`src/rtl/ps2_key_decoder.sv`:
```
// PS/2 keyboard receiver: conditions the raw PS/2 lines, frames 11-bit packets and folds
// E0/F0 prefixes into single make/break key events for the btn_* capture logic.
module ps2_key_decoder #(
  parameter int FILTER_LEN     = 8,
  parameter int TIMEOUT_CYCLES = 11000
) (
  input  logic       clk_sys,
  input  logic       reset,
  input  logic       ps2_clk,
  input  logic       ps2_data,
  output logic       key_strobe,
  output logic       key_pressed,
  output logic       key_extended,
  output logic [7:0] key_code,
  output logic       frame_error
);

  localparam int TW = $clog2(TIMEOUT_CYCLES);
  localparam logic [TW-1:0] TLIMIT = TW'(TIMEOUT_CYCLES - 1);

  typedef enum logic [1:0] {IDLE, DATA, PARITY, STOP} state_t;

  logic                  clk_s1, clk_s2, data_s1, data_s2;
  logic [FILTER_LEN-2:0] samples;
  logic [FILTER_LEN-1:0] window;
  logic                  filt, filt_d;
  logic                  fall;

  state_t                state;
  logic [2:0]            bit_cnt;
  logic [7:0]            shift;
  logic                  ok;
  logic                  ext_flag, brk_flag;
  logic [TW-1:0]         tcnt;

  // The window includes the newest synchronized sample so the filter decides in the same
  // cycle the last equal sample arrives.
  assign window = {samples, clk_s2};
  assign fall   = filt_d & ~filt;

  always_ff @(posedge clk_sys or posedge reset) begin
    if (reset) begin
      clk_s1  <= 1'b1;
      clk_s2  <= 1'b1;
      data_s1 <= 1'b1;
      data_s2 <= 1'b1;
      samples <= '1;
      filt    <= 1'b1;
      filt_d  <= 1'b1;
    end else begin
      clk_s1  <= ps2_clk;
      clk_s2  <= clk_s1;
      data_s1 <= ps2_data;
      data_s2 <= data_s1;
      samples <= window[FILTER_LEN-2:0];
      if (window == '0) begin
        filt <= 1'b0;
      end else if (window == '1) begin
        filt <= 1'b1;
      end
      filt_d <= filt;
    end
  end

  always_ff @(posedge clk_sys or posedge reset) begin
    if (reset) begin
      state        <= IDLE;
      bit_cnt      <= 3'd0;
      shift        <= 8'h00;
      ok           <= 1'b0;
      ext_flag     <= 1'b0;
      brk_flag     <= 1'b0;
      tcnt         <= '0;
      key_strobe   <= 1'b0;
      frame_error  <= 1'b0;
      key_code     <= 8'h00;
      key_pressed  <= 1'b0;
      key_extended <= 1'b0;
    end else begin
      key_strobe  <= 1'b0;
      frame_error <= 1'b0;
      if (fall) begin
        tcnt <= '0;
        case (state)
          IDLE: begin
            if (!data_s2) begin
              state   <= DATA;
              bit_cnt <= 3'd0;
            end
          end
          DATA: begin
            shift   <= {data_s2, shift[7:1]};
            bit_cnt <= bit_cnt + 3'd1;
            if (bit_cnt == 3'd7) begin
              state <= PARITY;
            end
          end
          PARITY: begin
            ok    <= ^{shift, data_s2};
            state <= STOP;
          end
          STOP: begin
            state <= IDLE;
            if (data_s2 && ok) begin
              if (shift == 8'hE0) begin
                ext_flag <= 1'b1;
              end else if (shift == 8'hF0) begin
                brk_flag <= 1'b1;
              end else begin
                key_strobe   <= 1'b1;
                key_code     <= shift;
                key_pressed  <= ~brk_flag;
                key_extended <= ext_flag;
                ext_flag     <= 1'b0;
                brk_flag     <= 1'b0;
              end
            end else begin
              frame_error <= 1'b1;
              ext_flag    <= 1'b0;
              brk_flag    <= 1'b0;
            end
          end
          default: state <= IDLE;
        endcase
      end else if (state != IDLE) begin
        // A stalled frame is dropped along with any prefix it may have been part of.
        if (tcnt == TLIMIT) begin
          state       <= IDLE;
          tcnt        <= '0;
          frame_error <= 1'b1;
          ext_flag    <= 1'b0;
          brk_flag    <= 1'b0;
        end else begin
          tcnt <= tcnt + 1'b1;
        end
      end else begin
        tcnt <= '0;
      end
    end
  end

endmodule

```
`config.mk`:
```
export PLATFORM = sky130hd
export DESIGN_NAME = ps2_key_decoder
export DESIGN_NICKNAME = d
export VERILOG_FILES = /design/src/rtl/ps2_key_decoder.sv
export SDC_FILE = /design/constraint.sdc
export NUM_CORES = 1
export LEC_CHECK = 0
export CAP_MARGIN = 20
export CORE_ASPECT_RATIO = 1.4
export CORE_MARGIN = 4
export CORE_UTILIZATION = 48
export DETAILED_ROUTE_END_ITERATION = 6
export HOLD_SLACK_MARGIN = 0.02
export PLACE_DENSITY_LB_ADDON = 0.3
export SLEW_MARGIN = 20
export SYNTH_ARGS = -nofsm -noshare
export SYNTH_HDL_FRONTEND = slang
export SYNTH_SLANG_ARGS = --single-unit
```
`constraint.sdc`:
```
create_clock -name clk_sys -period 2.15 [get_ports clk_sys]
set_input_delay 0.43 -clock clk_sys [delete_from_list [all_inputs] [get_ports clk_sys]]
set_output_delay 0.43 -clock clk_sys [all_outputs]
set_load 0.02 [all_outputs]
```
==> results of run 1 <==
## state kept, by name, summed over array words and instances, names as in the netlist, 2 cells and up
register	count
bit_cnt	3
key_code	8
samples	7
shift	8
state	2
tcnt	14
## worst max-delay path by stage
stage	cells after the start	end	from	slack (ps)
after floorplan	1	bit_cnt[0]$_DFFE_PP0P_	reset	400
after global placement	4	key_code[1]$_DFFE_PP0P_	filt_d$_DFF_PP1_	510
after detailed placement	6	state[0]$_DFFE_PP0P_	filt_d$_DFF_PP1_	460
after CTS	1	key_code[0]	key_code[0]$_DFFE_PP0P_	420
after global routing	6	state[0]$_DFFE_PP0P_	filt_d$_DFF_PP1_	290
final	6	state[0]$_DFFE_PP0P_	filt_d$_DFF_PP1_	430
## report_power, final
part / leakage (nW) / total, mW / switching (mW) / internal (mW)
combinational: 0.430 / 0.0823 / 0.0545 / 0.0278
sequential: 0.722 / 1.08 / 0.0155 / 1.06
clock: 0.0548 / 0.683 / 0.332 / 0.351
## layout make-up
| type | count | share of cell area (%) |
|---|---|---|
| sequential | 55 | 50.9 |
| multi-input combinational | 122 | 34.5 |
| timing repair buffer | 17 | 6.49 |
| tap | 64 | 2.93 |
| clock buffer | 5 | 2.51 |
| clock inverter | 3 | 1.69 |
| inverter | 7 | 0.960 |
## worst max-delay path: cells and delay by family (launching register included)
family | cells | cell delay [ps]
DFF | 1 | 540
AOI/OAI and AO/OA | 2 | 450
and+or+nand+nor | 3 | 440
buffers and inverters | 1 | 190
## layer usage
metal  GRT usage [%]  share of wire [%]  vias up
li1                -                  -      693
met5               0                  0        -
met2            23.6                 54       17
met1            18.1                 42      725
met3            3.34                2.8        7
met4            5.08                1.6        0
## metrics by stage
| stage | instances | cell area, µm² | util, % | setup WS, ps | hold slack [ps] |
|---|---|---|---|---|---|
| floorplan | 187 | 2390 | - | 399 | 345 |
| global placement | 265 | 2620 | 54.1 | 507 | 346 |
| detailed placement | 265 | 2620 | 54.1 | 456 | 347 |
| CTS | 273 | 2740 | 56.5 | 419 | 361 |
| global route | 273 | 2740 | 56.5 | 290 | 369 |
| finish | 273 | 2740 | 56.5 | 430 | 360 |
## cell families after synthesis
| family | Yosys count | share of synthesized area [%] |
|---|---|---|
| xor gates and xnor gates | 20 | 7.32 |
| and+or+nand+nor | 60 | 15.4 |
| DFF | 55 | 58.2 |
| muxes | 16 | 7.53 |
| AOI/OAI and AO/OA | 19 | 5.54 |
| adders and majority gates | 7 | 3.66 |
| buffers and inverters | 10 | 2.35 |
## placed cells by master (no fill, tap or decap), drive strengths merged, types with 2 or more instances in the layout
cell type and count:
xor2 8, dfrtp 42, nand4 3, nand3 6
ha 7, nand2b 4, nor3 2, and4 6
o2bb2ai 2, buf 2, dfstp 13, and3 4
mux2 16, clkbuf 5, nor2b 3, nand2 10
inv 8, a22o 3, o21ai 4, xnor2 12
nor2 18, a21oi 5, nor4 2, clkdlybuf4s50 15
==> metrics.json, run 1 <==
{
  "drc": 0,
  "seq_area_mm2": 0.00139,
  "skew_ps": 13.9,
  "cts_buffers": 5,
  "grt-ovfl-total": 0,
  "antenna_found_initial": 0,
  "mappedNetlistNets": 198,
  "initial_utilization_pct": 49.4,
  "dieArea_mm2": 0.00620,
  "netlist.top_cell.by_area": "dfrtp_1",
  "worstHoldPathCells": 0,
  "share_of_the_yosys_chip_area_belonging_to_registers_pct": 58.2,
  "tritoncts": "yes",
  "clk_root_buffer_cell": "clkbuf_8",
  "cp.required_ps": 2340,
  "drt_first_pass_iters": 4,
  "finalCriticalPeriod_ps": 1720,
  "synthArstFlopShare_pct": 100,
  "clock_insertion_delay_worst_skew_ps": 310,
  "die_width_um": 67.7,
  "core-area_mm2": 0.00484,
  "cpMaxStageDelayCell": "dfstp_2",
  "setup.reg_to_reg.worst_slack_ps": 430,
  "maxSlewHeadroom_pct": 69.8,
  "synth_most_common_cell": "dfrtp_1",
  "clock_path_buffers": 2,
  "post-cts-setup-buffer-count": 0,
  "synth_area_per_cell_um2": 12.8,
  "syn_area_mm2": 0.00239,
  "synth_enable_flop_cells": 0,
  "route.detailed.wl_per_inst_um": 13.8,
  "timing.critical_path.slowest_cell_delay_ps": 540,
  "timing.critical_path.from_type": "register",
  "timing.fmax_mhz": 581,
  "drv_cap": 0,
  "dominantRegCellSynth": "dfrtp_1",
  "grtUsageTotal_pct": 14.4,
  "dieHeight_um": 91.6,
  "cts_repair_resize_count": 0,
  "hpwl_um": 2780,
  "cts_hold_buffers": 0,
  "timing.critical_path.to_type": "register",
  "synth_commonest_cells": "dfrtp_1 (42), nor2_1 (17), mux2_2 (16)",
  "ys_seq_elements": 55,
  "multi_input_comb_area_um2": 945,
  "rr_worst_depth": 6,
  "std_cell_rows": 30,
  "gp_routability_congestion": 0.833,
  "outcome": "complete, no violations",
  "finalCritPeriodShare_pct": 80.0,
  "grt_pass1_vias": 1476,
  "timing.final.hold_violations": 0,
  "power_leakage_nw": 1.21,
  "floorplan.io_pins": 16,
  "final-max-slew-violation-count": 0,
  "worst-path-max-fanout": 9,
  "synthTopCellsByArea": "dfrtp_1 (44%), dfstp_2 (14%), mux2_2 (7.5%)",
  "worstPathCellList": "nor2b_2 > buf_4 > nand2_2 > o21ai_1 > nor2_1 > o32a_1",
  "min-delay-path-class": "reg2reg",
  "synth.lib_cells_used.distinct": 39,
  "viasPerCell": 5.28,
  "clk_sink_count": 55,
  "worstPathArrival_ps": 1910,
  "grt_pass1_wl_um": 6850,
  "diodes": 0,
  "num_vias": 1442,
  "post_synth_inst_count": 187,
  "drt-total-wl_um": 3780,
  "first_iter_violations": 43,
  "reg2reg_from": "filt_d$_DFF_PP1_",
  "area.growth.synth_to_final_pct": 14.3,
  "crit-reg2reg-capture": "state[0]$_DFFE_PP0P_",
  "h-tree-depth": 2,
  "worstSetupPathType": "reg2reg",
  "grt_max_degree": 36,
  "worst_slew_pin_slew_ps": 453,
  "power_density_mw_per_mm2": 673,
  "rsz0062_at_grt": "no",
  "yosysWarnings": 0,
  "ir_worst_vdd_mv": 0.422,
  "final_net_count": 219,
  "setup-tns-final_ps": 0,
  "ant_nets": 0,
  "timing.hold.worst_endpoint": "clk_s2$_DFF_PP1_",
  "hold_startpoint": "clk_s1$_DFF_PP1_",
  "input_output_buffers": 15,
  "layout-drive-gt1-share_pct": 23.4,
  "timing.final.setup_violations": 0,
  "synth_top_area_share_pct": 43.9,
  "nFillCells": 390,
  "report.power.total_mw": 1.84,
  "cts.clk_slew.worst_paths_ps": 90
}
Power figures use the tool's default switching activity.
==> run 2, diff against run 1 <==
Clock period 2.15 ns to 1.8 ns, I/O delays scaled along.
==> run 2 against run 1 <==
  * Routed wire length grew 13%
  * Combinational power grew 29%
  * Total power grew 27%
  * Utilization grew 1.0 points
  * Non-clock buffer count grew 2
  * Design area grew 1.8%
  * Critical path type unchanged
  * Critical endpoint unchanged
  * Largest cell class unchanged
==> metrics.json, run 2 (same netlist as run 1, synthesis figures left out) <==
{
  "timing.critical_path.to_type": "register",
  "grt-ovfl-total": 0,
  "maxSlewHeadroom_pct": 69.8,
  "timing.final.setup_violations": 0,
  "setup-tns-final_ps": 0,
  "layout_top_registers": "tcnt (14), key_code (8), shift (8)",
  "worst_slew_pin_slew_ps": 452,
  "final-max-slew-violation-count": 0,
  "grt_util_met2_pct": 29.0,
  "cp.required_ps": 1990,
  "clk_sink_count": 55,
  "stdcell_area_mm2": 0.00279,
  "hpwl_um": 3230,
  "finalCriticalPeriod_ps": 1660,
  "timing.final.hold_violations": 0,
  "fin_util_pct": 57.5,
  "power_leakage_nw": 1.23,
  "post-cts-setup-buffer-count": 0,
  "clock_insertion_delay_worst_skew_ps": 310,
  "skew_ps": 5.04,
  "dieHeight_um": 91.6,
  "biggest_register": "tcnt",
  "power_density_mw_per_mm2": 841,
  "drt_first_pass_iters": 4,
  "grt.met1_usage_pct": 18.0,
  "drv_cap": 0,
  "fin_cells": 275,
  "power_frac_comb_pct": 4.5,
  "p_sw_share_pct": 20.6,
  "num_vias": 1430,
  "clock_power_share_pct": 40.5,
  "timing.critical_path.from_type": "register",
  "tritoncts": "yes",
  "drt-total-wl_um": 4280,
  "ir_worst_vdd_mv": 0.423,
  "first_iter_violations": 64,
  "worst-path-max-fanout": 5,
  "rsz0062_at_grt": "no",
  "viasPerCell": 5.20,
  "die_width_um": 67.7,
  "floorplan.io_pins": 16,
  "most_frequent_cells_in_the_layout": "dfrtp_1 (42), nor2_1 (17), mux2_2 (16)",
  "mostFrequentLayoutCell": "dfrtp_1",
  "final_net_count": 221,
  "timing.fmax_mhz": 604,
  "h-tree-depth": 2,
  "core-area_mm2": 0.00484,
  "cts_hold_buffers": 0,
  "worstSetupPathType": "reg2reg",
  "finalWorstSetupSlack_ps": 144,
  "cts_buffers": 5,
  "grt_pass1_vias": 1593,
  "met3_usage_pct": 4.08,
  "drc": 0,
  "dp_cells": 267,
  "largest_register_ff_count": 14,
  "input_output_buffers": 15,
  "dpl-instance-area_mm2": 0.00265,
  "worstPathArrival_ps": 1850,
  "dieArea_mm2": 0.00620,
  "seqPwrFrac_pct": 55.0,
  "clock_path_buffers": 2,
  "ant_nets": 0,
  "total_switching_power_uw": 482,
  "outcome": "complete, no violations",
  "area.growth.synth_to_final_pct": 16.4,
  "grt_max_degree": 21,
  "layer_carrying_the_most_global_route_usage": "met2",
  "dpl_worst_slack_ps": 146,
  "grt_pass1_wl_um": 7560,
  "min-delay-path-class": "reg2reg",
  "power_report.internal_total_mw": 1.86,
  "clk_root_buffer_cell": "clkbuf_8",
  "route.detailed.wl_per_inst_um": 15.6,
  "cts_repair_resize_count": 0,
  "gp_routability_congestion": 0.767,
  "nFillCells": 395,
  "layout-drive-gt1-share_pct": 24.2,
  "finalCritPeriodShare_pct": 92.0,
  "antenna_found_initial": 0,
  "std_cell_rows": 30,
  "grtUsageTotal_pct": 16.3,
  "initial_utilization_pct": 49.4,
  "diodes": 0,
  "cts.clk_slew.worst_paths_ps": 90
}
[run 2: cell types whose count changed in the layout (fill, tap and decap cells not counted), sizes merged]
cell and delta:
buf +2, bufinv +1, inv -1
[run 2: final timing paths]
path | from | to | slack (ps) | cells after the start
setup / recovery | tcnt[0]$_DFF_PP0_ | state[0]$_DFFE_PP0P_ | 140 | 5
hold / removal | clk_s1$_DFF_PP1_ | clk_s2$_DFF_PP1_ | 360 | 0
setup reg to reg | tcnt[0]$_DFF_PP0_ | state[0]$_DFFE_PP0P_ | 140 | 5
hold reg to reg | clk_s1$_DFF_PP1_ | clk_s2$_DFF_PP1_ | 360 | 0
max in group asynchronous | reset | samples[0]$_DFF_PP1_ | 900 | 3
min in group asynchronous | reset | tcnt[5]$_DFF_PP0_ | 370 | 2
[run 2: area by class of cell]
class | count | area (µm²) | share of cell area, %
Clock buffer | 5 | 68.8 | 2.47
Clock inverter | 3 | 67.6 | 2.43
Inverter | 7 | 26.3 | 0.943
Multi-Input combinational cell | 122 | 945 | 33.9
Sequential cell | 55 | 1390 | 50.0
Tap cell | 64 | 80.1 | 2.88
Timing Repair Buffer | 19 | 205 | 7.37
[run 2: critical path: stages, from the launching register on]
cell and delay, ps:
dfrtp_1 380, ha_1 210, and4_1 280, and4_4 270, a21oi_1 70, o32a_1 330
[run 2: metal layers]
layer  share of wire (%)  wire, µm
met1                  40      1710
met2                  56      2400
met3                 2.6       110
met4                 1.5        64
met5                   0         0
[run 2: stage by stage]
stage | power [mW] | hold slack (ps)
after detailed placement | 1.42 | 348
after global placement | 1.41 | 347
after CTS | 2.37 | 362
final | 2.34 | 361
after global routing | 2.46 | 370
after floorplan | 1.38 | 345
[run 2: power by group through the flow]
stage | clock network, mW | registers, mW | logic, mW
CTS | 0.975 | 1.29 | 0.109
global route | 1.04 | 1.29 | 0.121
finish | 0.948 | 1.29 | 0.106
floorplan | 0 | 1.30 | 0.0746
global placement | 0 | 1.31 | 0.100
detailed placement | 0 | 1.31 | 0.108
